File: src/rtl/dram256_arbiter.sv
// Round-robin arbiter for two requesters sharing one 256x1 distributed RAM,
// with a clear sequencer that fills the RAM after reset or on request.
module dram256_arbiter #(
  parameter logic [255:0] INIT           = 256'h0,
  parameter bit           CLEAR_ON_RESET = 1'b1,
  parameter logic         CLEAR_VALUE    = 1'b0
) (
  input  logic       clk,
  input  logic       rst,
  input  logic       clear_req,
  output logic       busy,
  input  logic       a_req,
  input  logic       a_we,
  input  logic [7:0] a_addr,
  input  logic       a_wdata,
  output logic       a_gnt,
  output logic       a_rvalid,
  output logic       a_rdata,
  input  logic       b_req,
  input  logic       b_we,
  input  logic [7:0] b_addr,
  input  logic       b_wdata,
  output logic       b_gnt,
  output logic       b_rvalid,
  output logic       b_rdata
);

  typedef enum logic {CLEAR = 1'b0, SERVE = 1'b1} state_t;

  state_t       state, state_next;
  logic [7:0]   cnt, cnt_next;
  logic         ptr, ptr_next;      // 0 favours A, 1 favours B
  logic [255:0] mem = INIT;         // RAM contents survive rst
  logic         ram_we;
  logic [7:0]   ram_addr;
  logic         ram_d;
  logic         ram_o;

  assign ram_o = mem[ram_addr];
  assign busy  = (state == CLEAR);

  // Next-state, grant and RAM port selection.
  always_comb begin
    state_next = state;
    cnt_next   = cnt;
    ptr_next   = ptr;
    a_gnt      = 1'b0;
    b_gnt      = 1'b0;
    ram_we     = 1'b0;
    ram_addr   = a_addr;
    ram_d      = a_wdata;
    if (rst) begin
      a_gnt  = 1'b0;
      b_gnt  = 1'b0;
      ram_we = 1'b0;
    end else begin
      case (state)
        CLEAR: begin
          ram_we   = 1'b1;
          ram_addr = cnt;
          ram_d    = CLEAR_VALUE;
          cnt_next = cnt + 8'd1;
          if (cnt == 8'd255) begin
            state_next = SERVE;
          end else begin
            state_next = CLEAR;
          end
        end
        SERVE: begin
          if (clear_req) begin
            state_next = CLEAR;
            cnt_next   = 8'd0;
          end else begin
            a_gnt = a_req & (~b_req | ~ptr);
            b_gnt = b_req & (~a_req | ptr);
            if (b_gnt) begin
              ram_we   = b_we;
              ram_addr = b_addr;
              ram_d    = b_wdata;
              ptr_next = 1'b0;
            end else if (a_gnt) begin
              ram_we   = a_we;
              ram_addr = a_addr;
              ram_d    = a_wdata;
              ptr_next = 1'b1;
            end else begin
              ram_we = 1'b0;
            end
          end
        end
        default: begin
          state_next = SERVE;
        end
      endcase
    end
  end

  // Control state, pointer and registered read returns.
  always_ff @(posedge clk) begin
    if (rst) begin
      state    <= CLEAR_ON_RESET ? CLEAR : SERVE;
      cnt      <= 8'd0;
      ptr      <= 1'b0;
      a_rvalid <= 1'b0;
      a_rdata  <= 1'b0;
      b_rvalid <= 1'b0;
      b_rdata  <= 1'b0;
    end else begin
      state    <= state_next;
      cnt      <= cnt_next;
      ptr      <= ptr_next;
      a_rvalid <= a_gnt & ~a_we;
      b_rvalid <= b_gnt & ~b_we;
      if (a_gnt && !a_we) begin
        a_rdata <= ram_o;
      end else begin
        a_rdata <= a_rdata;
      end
      if (b_gnt && !b_we) begin
        b_rdata <= ram_o;
      end else begin
        b_rdata <= b_rdata;
      end
    end
  end

  // Synchronous write port of the distributed RAM.
  always_ff @(posedge clk) begin
    if (ram_we) begin
      mem[ram_addr] <= ram_d;
    end else begin
      mem <= mem;
    end
  end

endmodule

File: config.mk
export PLATFORM = sky130hd
export DESIGN_NAME = dram256_arbiter
export DESIGN_NICKNAME = d
export VERILOG_FILES = /design/src/rtl/dram256_arbiter.sv
export SDC_FILE = /design/constraint.sdc
export NUM_CORES = 1
export LEC_CHECK = 0
export ABC_AREA = 1
export ABC_CLOCK_PERIOD_IN_PS = 11100
export BUFFER_PORTS_ARGS = -buffer_cell sky130_fd_sc_hd__buf_2
export CAP_MARGIN = 20
export CORE_UTILIZATION = 57
export DETAILED_ROUTE_END_ITERATION = 8
export PLACE_DENSITY = 0.86
export REMOVE_ABC_BUFFERS = 1
export SLEW_MARGIN = 30
export SYNTH_ARGS = -nofsm -noshare
export SYNTH_HDL_FRONTEND = slang
export SYNTH_SLANG_ARGS = --single-unit
File: constraint.sdc
create_clock -name clk -period 11.1 [get_ports clk]
set_input_delay 1.665 -clock clk [delete_from_list [all_inputs] [get_ports clk]]
set_output_delay 1.665 -clock clk [all_outputs]
set_load 0.01 [all_outputs]
=== Word-level counts from Yosys, hierarchy flattened ===
Cells that the tools add are included.

* Bitwise operators: 13
* Muxes and demuxes: 31
* Reductions and logical operators: 7
* Equal/unequal tests: 2
* Magnitude comparators: 2
* Add/subtract/negate cells: 1

{| class="wikitable"
|+ Operators with widths
! kind !! count
|-
| $bwmux W256 || 1
|-
| $mux W8 || 4
|-
| $pmux W8 S2 || 2
|-
| $mux W1 || 19
|-
| $lt A8 B9 Y1 const B || 1
|-
| $add A8 B1 Y8 const B || 1
|-
| $bmux W1 S8 || 1
|-
| $demux W1 S8 || 1
|-
| $eq A8 B8 Y1 const B || 1
|-
| $ge A8 B1 Y1 const B || 1
|-
| $not A1 Y1 || 7
|-
| $pmux W1 S2 || 3
|-
| $and A1 B1 Y1 || 4
|-
| $logic_and A1 B1 Y1 || 3
|-
| $reduce_and A3 Y1 || 1
|-
| $logic_not A1 Y1 || 2
|-
| $ne A2 B2 Y1 const B || 1
|-
| $or A1 B1 Y1 || 2
|-
| $reduce_bool A2 Y1 || 1
|}

* Output and inout bits: 7
* Input port bits: 25
* Word-level logic and storage cells: 64
* Register bits after elaboration: 270

=== Depth between registers and ports, before layout ===
Gate-level depths: netlist of run 1.

* Depth after elaboration: 12
* Depth in mapped cells: 22
* Mapped depth without buffers: 20

=== Least setup slack after synthesis of run 1 ===
OpenSTA, ideal clock, no wires.

* Kind: input -> register
* Start: in a_req
* End: reg mem[0], data pin
* Slack: 1708 ps
* Data arrival time: 8003 ps
* Library setup time: 1388 ps
* Required time: 9712 ps
* Stages: 7
* Path buffers: 0
* Path through: inv_1 > nor2_1 > nor2_1 > nand2_1 > inv_1 > o21ai_0 > nor2_1

* Elaborated cells on any way between the ends: 17
* Classes of those cells: order compare (2); mux (11); bitwise (3); reduce/logical (1)

{| class="wikitable"
|+ RTL lines
! item !! line !! text
|-
| from (decl) || 12 || <nowiki>input logic a_req,</nowiki>
|-
| $not A1 Y1 || 75 || <nowiki>b_gnt = b_req & (~a_req | ptr);</nowiki>
|-
| $or A1 B1 Y1 || 75 ||
|-
| $and A1 B1 Y1 || 75 ||
|-
| $mux W1 || 76 || <nowiki>if (b_gnt) begin</nowiki>
|-
| $mux W1 || 70 || <nowiki>if (clear_req) begin</nowiki>
|-
| $pmux W1 S2 || 57 || <nowiki>case (state)</nowiki>
|-
| $mux W1 || 52 || <nowiki>if (rst) begin</nowiki>
|-
| via ram_d || 36 || <nowiki>logic ram_d;</nowiki>
|-
| $bwmux W256 || 130 || <nowiki>mem[ram_addr] <= ram_d;</nowiki>
|-
| to (signal, indexed assignment) || 130 ||
|-
| to (signal assigned) || 132 || <nowiki>mem <= mem;</nowiki>
|-
| to (decl) || 33 || <nowiki>logic [255:0] mem = INIT;</nowiki>
|}

The timed path passes the listed nets, and every way through them passes these cells.
A chain may end at the register's enable or synchronous reset.

=== Worst setup path after layout of run 1 ===
* Start: in rst
* End: reg mem[170], enable pin

* Word-level cells in the longest chain between the ends: 1

{| class="wikitable"
|+ RTL lines
! item !! line !! text
|-
| from (decl) || 9 || <nowiki>input logic rst,</nowiki>
|-
| $mux W1 || 52 ||
|}

No other way between the ends.

==> flow_metrics.py, run 1 <==
metrics = {
    "die": {
        "start_util_pct": 58.0,
        "rows": 55,
        "die_w_um": 154,
        "ios": 32,
        "fp.dieH_um": 154,
        "placeableCoreArea_mm2": 0.0226,
        "dieArea_mm2": 0.0236,
    },
    "synth": {
        "syn_area_per_cell_um2": 8.51,
        "ys_top_cells_by_area": "edfxtp_1 59%, nand2_1 19%, nor2_1 9.1%",
        "yosysUniqueCellTypes": 33,
        "yosys_warnings": 0,
        "synth_area_mm2": 0.0131,
        "ys_seq_area_share_pct": 60.9,
        "synth_cells": 1539,
        "netlist.area_leader.share_pct": 58.7,
        "synth.largest_area_cell": "edfxtp_1",
        "synth-seq-cells": 270,
    },
    "placed_design": {
        "dp.final_hpwl_um": 18700,
        "gp_congestion": 0.903,
        "portBuffers": 31,
        "placed_area_mm2": 0.0133,
        "dp.cells": 1788,
    },
    "sta": {
        "hold_viol_final": 0,
        "drv_slew": 0,
        "max_clock_freq_mhz": 192,
        "finalCriticalPeriod_ns": 5.22,
        "fin_crit_sh_pct": 47.0,
        "setup_viol": 0,
        "slew_headroom_pct": 36.3,
        "clock_skew_ns": 0.0123,
        "hold_ws_ns": 0.487,
        "tns_ns": 0,
        "rsz0062_at_grt": "false",
        "tightest_slew_ns": 0.953,
    },
    "detailed_routing": {
        "num_vias": 10519,
        "drc": 0,
        "drt-total-wl_um": 32300,
        "antenna_left": 0,
        "drt_pass1_iterations": 6,
        "via_per_inst": 5.72,
        "wl_per_cell_um": 17.5,
        "drt_iter0_drc": 1292,
    },
    "job": {
        "drv_cap": 0,
    },
    "cts": {
        "h-tree-depth": 1,
        "cts_tree": "yes",
        "numCtsBuffers": 28,
        "worstSkewPairLatency_ns": 0.55,
        "cts_sinks": 270,
        "clk_pin_slew_worst_paths_ns": 0.06,
        "cts_buffer_depth": 3,
        "post-cts-setup-buffers": 0,
        "cts_resized": 0,
        "hold_buffers": 0,
        "root_buffer": "clkbuf_16",
    },
    "critical_path": {
        "crit_arrival_ns": 5.48,
        "worstSetupPathType": "input port to register",
        "slowest_delay_ns": 0.68,
        "cp-end-kind": "register",
        "critPathRequiredTime_ns": 11.36,
        "cp-start-kind": "input port",
        "critical_path.slowest_cell": "buf_4",
        "cp_num_buf_inv": 5,
        "critical_path.max_fanout": 69,
        "critPathTopFamily": "buffers and inverters",
        "crit_chain": "buf_2, inv_2, nand2_1, nand2_1, a21oi_4, buf_4, nand2_4, inv_2, buf_4, nor2_1, nand3_1, nor2_1",
    },
    "global_route": {
        "grt_pass1_wl_um": 50700,
        "grt_max_degree": 134,
        "antenna_found_initial": 0,
        "track_usage_pct": 27.6,
        "grt_pass1_vias": 9976,
        "grt_overflow": 0,
    },
    "layout": {
        "drive_gt1_share_pct": 6.75,
        "diodes": 0,
        "area_growth_pct": 8.52,
        "stdcell_count": 1840,
        "stdcell_area_mm2": 0.0142,
        "fin_nets": 1559,
    },
    "run_status": {
        "status": "finished clean",
    },
    "hold_path": {
        "hold_class": "register to register",
    },
    "power": {
        "leakagePower_uw": 0.00565,
        "p_per_area_mw_per_mm2": 157,
        "max-vdd-ir-drop_mv": 0.121,
    },
}
==> state kept, by name (all words and copies together), names as in the netlist <==
signal and cells:
a_rvalid 1, ptr 1, b_rdata 1, a_rdata 1, cnt 8, state 1
b_rvalid 1, mem 256
==> cell usage after synthesis <==
master,n
buf_2,42
nor3_1,5
nor2_2,4
inv_2,6
edfxtp_1,256
nor2_4,2
a21oi_4,1
o21ai_1,12
a21oi_1,9
nor2_1,316
inv_1,52
buf_1,2
o21ai_0,6
clkinv_1,3
ha_1,1
dfxtp_1,14
nand2_1,667
nor2b_1,1
buf_4,6
a311oi_1,2
or2_2,1
a31oi_1,2
nand2_2,6
clkbuf_1,26
o22ai_1,2
nand4_1,2
o221ai_1,3
buf_6,2
nand3_1,83
o311a_1,1
nor4_1,1
a211oi_1,1
a22oi_1,2
==> worst register-to-register path, cell delays in order (launching register included) <==
cell and delay [ns]:
dfxtp_1 0.54, nor2_1 0.11, nand2_1 0.07, nand2_1 0.09
a21oi_4 0.11, buf_4 0.68, nand2_4 0.42, inv_2 0.45
buf_4 0.50, nor2_1 0.18, nand3_1 0.68, nor2_1 0.16
==> stage by stage <==
step / setup slack [ns] / utilization [%] / total power (uW)
2_1_floorplan: 1.71 / - / 1290
3_3_place_gp: 5.50 / 59.1 / 1350
3_5_place_dp: 5.47 / 59.1 / 1360
4_1_cts: 6.02 / 62.9 / 2220
5_1_grt: 5.67 / 62.9 / 2290
6_report: 5.88 / 62.9 / 2220
==> cell type report <==
cell class,count,area [um^2]
clock buffers,35,748
clock inverters,17,106
fillers,1756,8370
inverters,61,229
multi-input cells,1130,4550
flip-flops and latches,270,7970
well taps,285,357
repair buffers,42,249
==> cell usage in the layout, fill, tap and decap left out, types with 2 or more instances in the layout <==
| master | count |
|---|---|
| o22ai_1 | 2 |
| o221ai_1 | 3 |
| nand2_2 | 5 |
| nand4_1 | 2 |
| a22oi_1 | 2 |
| buf_4 | 8 |
| nor2_4 | 3 |
| a311oi_1 | 2 |
| clkbuf_16 | 29 |
| nand3_1 | 83 |
| clkinv_1 | 10 |
| dfxtp_1 | 14 |
| edfxtp_1 | 256 |
| nor2_1 | 315 |
| buf_6 | 3 |
| a21oi_1 | 9 |
| o21ai_1 | 11 |
| inv_1 | 52 |
| buf_2 | 31 |
| nand2_1 | 667 |
| nor3_1 | 5 |
| nor2_2 | 4 |
| clkbuf_1 | 6 |
| inv_2 | 6 |
| clkinvlp_4 | 2 |
| clkinv_2 | 7 |
| o21ai_0 | 6 |
==> power breakdown <==
part | total [uW] | internal [uW] | switching (uW)
sequential | 1120 | 1120 | 1.26
clock | 879 | 498 | 381
combinational | 225 | 53.0 | 172
==> metal layers <==
metal / global-route usage (%) / wire length [um]
met1: 35.9 / 12100
met2: 45.3 / 15300
met3: 5.16 / 3740
met4: 12.6 / 1110
met5: 0 / 0
==> logic make-up (layout without fill, tap and decap cells) <==
family	after synthesis	count (layout)	share of synthesized area (%)
and+or+nand+nor	1088	1088	32.4
AOI/OAI and AO/OA	41	41	1.93
adders and majority gates	1	1	0.0956
DFF	270	270	60.9
buffers and inverters	139	155	4.67
==> path summary, 6_finish.rpt <==
kind,startpoint,endpoint,slack (ns),cells past startpoint
worst min-delay path,cnt[7]$_SDFFE_PP0P_,cnt[7]$_SDFFE_PP0P_,0.49,2
worst max-delay path,rst,mem[170]$_DFFE_PP_,5.88,12
worst min register to register,cnt[7]$_SDFFE_PP0P_,cnt[7]$_SDFFE_PP0P_,0.49,2
worst max register to register,state$_SDFF_PP0_,mem[170]$_DFFE_PP_,6.81,11
No activity file was read; power rests on OpenSTA's default activity.
==> run 2: changes to the inputs <==
--- a/config.mk
+++ b/config.mk
@@ -6,7 +6,7 @@
 export NUM_CORES = 1
 export LEC_CHECK = 0
 export ABC_AREA = 1
-export ABC_CLOCK_PERIOD_IN_PS = 11100
+export ABC_CLOCK_PERIOD_IN_PS = 5180
 export BUFFER_PORTS_ARGS = -buffer_cell sky130_fd_sc_hd__buf_2
 export CAP_MARGIN = 20
 export CORE_UTILIZATION = 57
==> constraint.sdc (replaced) <==
create_clock -name clk -period 5.18 [get_ports clk]
set_input_delay 0.777 -clock clk [delete_from_list [all_inputs] [get_ports clk]]
set_output_delay 0.777 -clock clk [all_outputs]
set_load 0.01 [all_outputs]
==> run 2 against run 1 <==
Compared with the run above:
- power rose by 130%
- critical path depth rose by 5
- clock-buffer cell count fell by 1
- die area did not move
- worst hold slack got worse by 0.063 ns
- clock skew rose by 0.0028 ns
- final cell count rose by 0.43%
- worst setup slack got worse by 4.2 ns
- flip-flop and latch count did not move
- design area rose by 1.6%
- utilization rose by 0.99 points
- critical path type is now register to register
- critical endpoint is now b_rdata$_SDFFE_PP0P_
- largest cell class unchanged
- highest routed layer unchanged
==> flow_metrics.py, run 2 (synthesis results as in run 1) <==
metrics = {
    "critical_path": {
        "critical_path.max_fanout": 46,
        "worstSetupPathType": "register to register",
        "timing.rr.end": "b_rdata$_SDFFE_PP0P_",
        "critical_path.slowest_cell": "buf_4",
        "crit_arrival_ns": 4.00,
        "cp-start-kind": "register",
        "slowest_delay_ns": 0.61,
        "cp_num_buf_inv": 2,
        "critPathRequiredTime_ns": 5.66,
        "worstSetupStartpoint": "state$_SDFF_PP0_",
        "endpoint": "b_rdata$_SDFFE_PP0P_",
        "reg2regPathDepth": 17,
        "reg2reg_from": "state$_SDFF_PP0_",
        "crit_chain": "inv_2, nor2_4, nand2_1, o21ai_4, buf_4, nand2_1, nand2_1, nand2_1, nand2_1, nor2_1, nor2_1, nor2_1, nand2_1, nand2_1, nand2_1, nor2_1, a21oi_1",
        "ff2ff_setup_slack_ns": 1.66,
        "cp-end-kind": "register",
        "critPathTopFamily": "simple AND/OR/NAND/NOR gates",
        "cp.depth": 17,
        "path_common_cell": "nand2_1",
    },
    "power": {
        "max-vdd-ir-drop_mv": 0.229,
        "leakagePower_uw": 0.00576,
        "p_per_area_mw_per_mm2": 350,
    },
    "layout": {
        "fin_nets": 1567,
        "diodes": 0,
        "largest_register_ffs": 256,
        "fin_util_pct": 63.9,
        "layout_common_cells": "667 x nand2_1, 315 x nor2_1, 256 x edfxtp_1",
        "area_growth_pct": 10.2,
        "final_common_cell": "nand2_1",
        "reg.largest.list": "mem (256), cnt (8)",
        "drive_gt1_share_pct": 7.10,
        "largest-register": "mem",
        "stdcell_area_mm2": 0.0144,
    },
    "cts": {
        "cts_tree": "yes",
        "clk_pin_slew_worst_paths_ns": 0.06,
        "hold_buffers": 0,
        "h-tree-depth": 1,
        "post-cts-setup-buffers": 0,
        "cts_resized": 0,
        "cts_sinks": 270,
        "worstSkewPairLatency_ns": 0.55,
        "numCtsBuffers": 28,
        "cts_buffer_depth": 3,
        "root_buffer": "clkbuf_16",
    },
    "sta": {
        "finalCriticalPeriod_ns": 3.52,
        "rsz0062_at_grt": "false",
        "clock_skew_ns": 0.0151,
        "hold_viol_final": 0,
        "setup_viol": 0,
        "max_clock_freq_mhz": 284,
        "drv_slew": 0,
        "tightest_slew_ns": 0.900,
        "fin_crit_sh_pct": 68.0,
        "tns_ns": 0,
        "slew_headroom_pct": 39.8,
    },
    "detailed_routing": {
        "num_vias": 10640,
        "drc": 0,
        "drt_iter0_drc": 1388,
        "drt-total-wl_um": 34500,
        "via_per_inst": 5.76,
        "antenna_left": 0,
        "drt_pass1_iterations": 6,
        "wl_per_cell_um": 18.7,
    },
    "global_route": {
        "grt_pass1_vias": 9851,
        "grt_pass1_wl_um": 53700,
        "grt_max_degree": 79,
        "grt_overflow": 0,
        "antenna_found_initial": 0,
        "track_usage_pct": 29.5,
    },
    "placed_design": {
        "portBuffers": 31,
        "dp.final_hpwl_um": 20300,
        "gp_congestion": 0.940,
        "placed_area_mm2": 0.0135,
    },
    "hold_path": {
        "hold_class": "input port to register",
        "whs_path_depth": 2,
    },
    "die": {
        "ios": 32,
        "fp.dieH_um": 154,
        "start_util_pct": 58.0,
        "dieArea_mm2": 0.0236,
        "rows": 55,
        "die_w_um": 154,
        "placeableCoreArea_mm2": 0.0226,
    },
    "run_status": {
        "status": "finished clean",
    },
    "job": {
        "drv_cap": 0,
    },
}
run 2: cell type report:
| cell class | instances | area, um^2 |
|---|---|---|
| clock inverters | 18 | 228 |
| repair buffers | 50 | 355 |
| inverters | 61 | 229 |
| well taps | 285 | 357 |
| multi-input cells | 1130 | 4550 |
| clock buffers | 34 | 744 |
| flip-flops and latches | 270 | 7970 |
| fillers | 1807 | 8140 |
run 2: how the worst min path moves through the flow:
| stage | from | end | slack (ns) |
|---|---|---|---|
| after CTS | a_we | a_rvalid$_SDFF_PP0_ | 0.42 |
| after global routing | a_we | a_rvalid$_SDFF_PP0_ | 0.42 |
| after floorplan | cnt[7]$_SDFFE_PP0P_ | state$_SDFF_PP0_ | 0.46 |
| after detailed placement | cnt[7]$_SDFFE_PP0P_ | cnt[7]$_SDFFE_PP0P_ | 0.48 |
| final | a_we | a_rvalid$_SDFF_PP0_ | 0.42 |
| after global placement | cnt[7]$_SDFFE_PP0P_ | cnt[7]$_SDFFE_PP0P_ | 0.47 |
run 2: metrics by stage:
stage	hold slack, ns	setup slack (ns)	std cells	total power (uW)
CTS	0.418	1.77	1848	5040
detailed placement	0.479	1.33	1796	2940
finish	0.424	1.66	1848	5050
global route	0.424	1.42	1848	5180
floorplan	0.456	-3.32	1461	2770
global placement	0.471	1.35	1795	2930
run 2: layer usage:
layer	wire length, um	track usage (%)	vias to the layer above
met3	3830	6.06	110
met1	13200	39.7	4960
li1	-	-	4947
met5	0	0	-
met4	1240	11.4	0
met2	16200	47.4	623
run 2: worst register-to-register path: cells and delay by family, from the launching register on:
family,cells,cell delay (ns)
buffers and inverters,2,0.82
and+or+nand+nor,13,1.34
DFF,1,0.54
AOI/OAI and AO/OA,2,0.75
run 2: report_power, final:
part / internal [uW] / switching [uW] / total (uW)
sequential: 2400 / 3.15 / 2400
clock: 1310 / 822 / 2130
combinational: 124 / 387 / 511
==> run 3: changes to the inputs <==
--- a/config.mk
+++ b/config.mk
@@ -5,8 +5,8 @@
 export SDC_FILE = /design/constraint.sdc
 export NUM_CORES = 1
 export LEC_CHECK = 0
-export ABC_AREA = 1
-export ABC_CLOCK_PERIOD_IN_PS = 5180
+export ABC_AREA = 0
+export ABC_CLOCK_PERIOD_IN_PS = 3700
 export BUFFER_PORTS_ARGS = -buffer_cell sky130_fd_sc_hd__buf_2
 export CAP_MARGIN = 20
 export CORE_UTILIZATION = 57
==> constraint.sdc (replaced) <==
create_clock -name clk -period 3.7 [get_ports clk]
set_input_delay 0.555 -clock clk [delete_from_list [all_inputs] [get_ports clk]]
set_output_delay 0.555 -clock clk [all_outputs]
set_load 0.01 [all_outputs]
==> run 3 against run 2 <==
Compared with the run above:
- critical path depth shrank 3
- critical path type unchanged
- non-clock buffer count grew 77
- final cell count down 18%
- critical endpoint is now a_rdata$_SDFFE_PP0P_
- largest power group unchanged
- synthesized cell count down 26%
==> flow_metrics.py, run 3 <==
metrics = {
    "run_status": {
        "status": "finished clean",
    },
    "synth": {
        "ys_seq_area_share_pct": 63.0,
        "synth_top_family_by_area": "simple AND/OR/NAND/NOR gates",
        "synth-simple-area-share_pct": 19.3,
        "synth-edff-count": 256,
        "yosysUniqueCellTypes": 64,
        "synthFlopType": "edfxtp_1",
        "synth_area_mm2": 0.0127,
        "synth.largest_area_cell": "edfxtp_1",
        "synthArstFlopShare_pct": 0,
        "synthAdderAreaFrac_pct": 0.0989,
        "synth_cells": 1146,
        "synth-xor-area-share_pct": 0,
        "yosys_warnings": 0,
        "syn_area_per_cell_um2": 11.0,
        "netlist.area_leader.share_pct": 60.8,
        "yosys-top-cells-count": "274 x nor2_1, 256 x edfxtp_1, 159 x nand2_1, 68 x a21oi_1, 40 x mux2i_1",
        "synth.most_common_cell": "nor2_1",
        "synth-compound-area-share_pct": 10.4,
        "ys_top_cells_by_area": "edfxtp_1 61%, nor2_1 8.1%, nand2_1 4.7%",
        "synth_mux_area_share_pct": 3.52,
        "synth-seq-cells": 270,
    },
    "layout": {
        "area_growth_pct": 13.7,
        "multi_input_area_mm2": 0.00424,
        "layout_common_cells": "274 x nor2_1, 256 x edfxtp_1, 159 x nand2_1",
        "largest_register_ffs": 256,
        "diodes": 0,
        "stdcell_count": 1516,
        "drive_gt1_share_pct": 15.6,
        "reg.largest.list": "mem (256), cnt (8)",
        "largest-register": "mem",
        "fillers": 1599,
        "regArea_mm2": 0.00797,
        "final_common_cell": "nor2_1",
        "fin_nets": 1243,
    },
    "sta": {
        "finalCriticalPeriod_ns": 3.55,
        "hold_viol_final": 0,
        "slew_headroom_pct": 36.8,
        "worst_slack_ns": 0.151,
        "max_clock_freq_mhz": 282,
        "fin_crit_sh_pct": 95.9,
        "rsz0062_at_grt": "false",
        "tightest_slew_ns": 0.948,
        "drv_slew": 0,
        "setup_viol": 0,
        "clock_skew_ns": 0.0115,
    },
    "cts": {
        "worstSkewPairLatency_ns": 0.54,
        "cts_sinks": 270,
        "clk_pin_slew_worst_paths_ns": 0.06,
        "root_buffer": "clkbuf_16",
        "cts_tree": "yes",
        "cts_resized": 0,
        "h-tree-depth": 1,
        "post-cts-setup-buffers": 0,
        "cts_buffer_depth": 3,
        "numCtsBuffers": 26,
        "hold_buffers": 0,
    },
    "detailed_routing": {
        "drt-total-wl_um": 34100,
        "drc": 0,
        "num_vias": 9836,
        "drt_pass1_iterations": 6,
        "wl_per_cell_um": 22.5,
        "antenna_left": 0,
        "drt_iter0_drc": 1235,
        "via_per_inst": 6.49,
    },
    "global_route": {
        "grt_overflow": 0,
        "antenna_found_initial": 0,
        "grt_pass1_vias": 9532,
        "grt_max_degree": 217,
        "grt_pass1_wl_um": 52800,
        "track_usage_pct": 31.1,
    },
    "critical_path": {
        "cp-end-kind": "register",
        "ff2ff_setup_slack_ns": 0.15,
        "cp-start-kind": "register",
        "critPathRequiredTime_ns": 4.10,
        "reg2regPathDepth": 14,
        "slowest_delay_ns": 0.56,
        "path_common_cell": "buf_4",
        "crit_chain": "nor2_1, a22o_1, or3_1, buf_4, nand2_4, buf_4, a221oi_1, o41ai_1, buf_4, nand4_1, buf_4, a2111oi_2, buf_4, a211oi_1",
        "timing.rr.end": "a_rdata$_SDFFE_PP0P_",
        "crit_arrival_ns": 3.95,
        "critical_path.slowest_cell": "dfxtp_1",
        "critical_path.max_fanout": 9,
        "reg2reg_from": "state$_SDFF_PP0_",
        "worstSetupPathType": "register to register",
    },
    "placed_design": {
        "dp.cells": 1469,
        "dp.final_hpwl_um": 22400,
        "gp_congestion": 0.949,
        "portBuffers": 31,
        "dp_slack_ns": -0.0171,
    },
    "power": {
        "max-vdd-ir-drop_mv": 0.465,
        "p_per_area_mw_per_mm2": 454,
        "leakagePower_uw": 0.00479,
    },
    "die": {
        "die_w_um": 151,
        "fp.dieH_um": 151,
        "placeableCoreArea_mm2": 0.0218,
        "rows": 54,
        "ios": 32,
        "start_util_pct": 58.0,
        "dieArea_mm2": 0.0228,
    },
    "hold_path": {
        "whs_path_depth": 2,
        "hp-start": "a_we",
        "hold-path-endpoint": "a_rvalid$_SDFF_PP0_",
        "hold_class": "input port to register",
    },
    "job": {
        "drv_cap": 0,
    },
}
## run 3: metrics by stage
step	utilization, %	total power, uW	TNS, ns	hold slack, ns	cell area, um^2
6_report	65.9	6540	0	0.263	14400
5_1_grt	65.9	6710	0	0.272	14400
4_1_cts	65.9	6540	0	0.248	14400
3_5_place_dp	62.3	4070	-0.0171	0.513	13600
3_3_place_gp	62.3	4050	0	0.512	13600
2_1_floorplan	-	3820	-2705.39	0.470	12200
## run 3: area by class of cell
type | instances | share of cell area (%)
Clock buffer | 35 | 4.90
Sequential cell | 270 | 55.4
Tap cell | 280 | 2.43
Multi-Input combinational cell | 786 | 29.5
Clock inverter | 12 | 0.591
Inverter | 6 | 0.157
Timing Repair Buffer | 127 | 7.04
## run 3: how the worst max path moves through the flow
stage / from / end / slack [ns] / cells past startpoint
after floorplan: b_req / mem[0]$_DFFE_PP_ / -9.77 / 5
after global placement: clear_req / a_rdata$_SDFFE_PP0P_ / 0.15 / 15
after detailed placement: clear_req / a_rdata$_SDFFE_PP0P_ / -0.02 / 15
after CTS: state$_SDFF_PP0_ / a_rdata$_SDFFE_PP0P_ / 0.19 / 14
after global routing: state$_SDFF_PP0_ / a_rdata$_SDFFE_PP0P_ / 0.04 / 14
final: state$_SDFF_PP0_ / a_rdata$_SDFFE_PP0P_ / 0.15 / 14
## run 3: report_power, final
group	switching [uW]	internal (uW)	leakage, uW	total [uW]
Sequential	5.64	3350	0.00245	3350
Clock	1100	1410	0.000391	2510
Combinational	446	227	0.00195	674
Total	1560	4980	0.00479	6540
## run 3: layer usage
metal,track usage [%],up-vias,wire length [um]
li1,-,4330,-
met1,41.5,4741,12700
met2,49.8,636,16000
met3,6.20,129,3890
met4,13.3,0,1540
met5,0,-,0
## run 3: kinds of logic (layout without fill, tap and decap cells)
family,Yosys count,in the layout
compound gates,187,187
simple gates,554,554
fa+ha+maj,1,1
mux,44,44
flops,270,270
buf+inv,90,180
## run 3: critical path, delay by kind of cell, from the launching register on
kind | cells | cell delay, ns
AOI/OAI and AO/OA | 5 | 1.07
buffers and inverters | 5 | 0.90
and+or+nand+nor | 4 | 0.86
DFF | 1 | 0.56
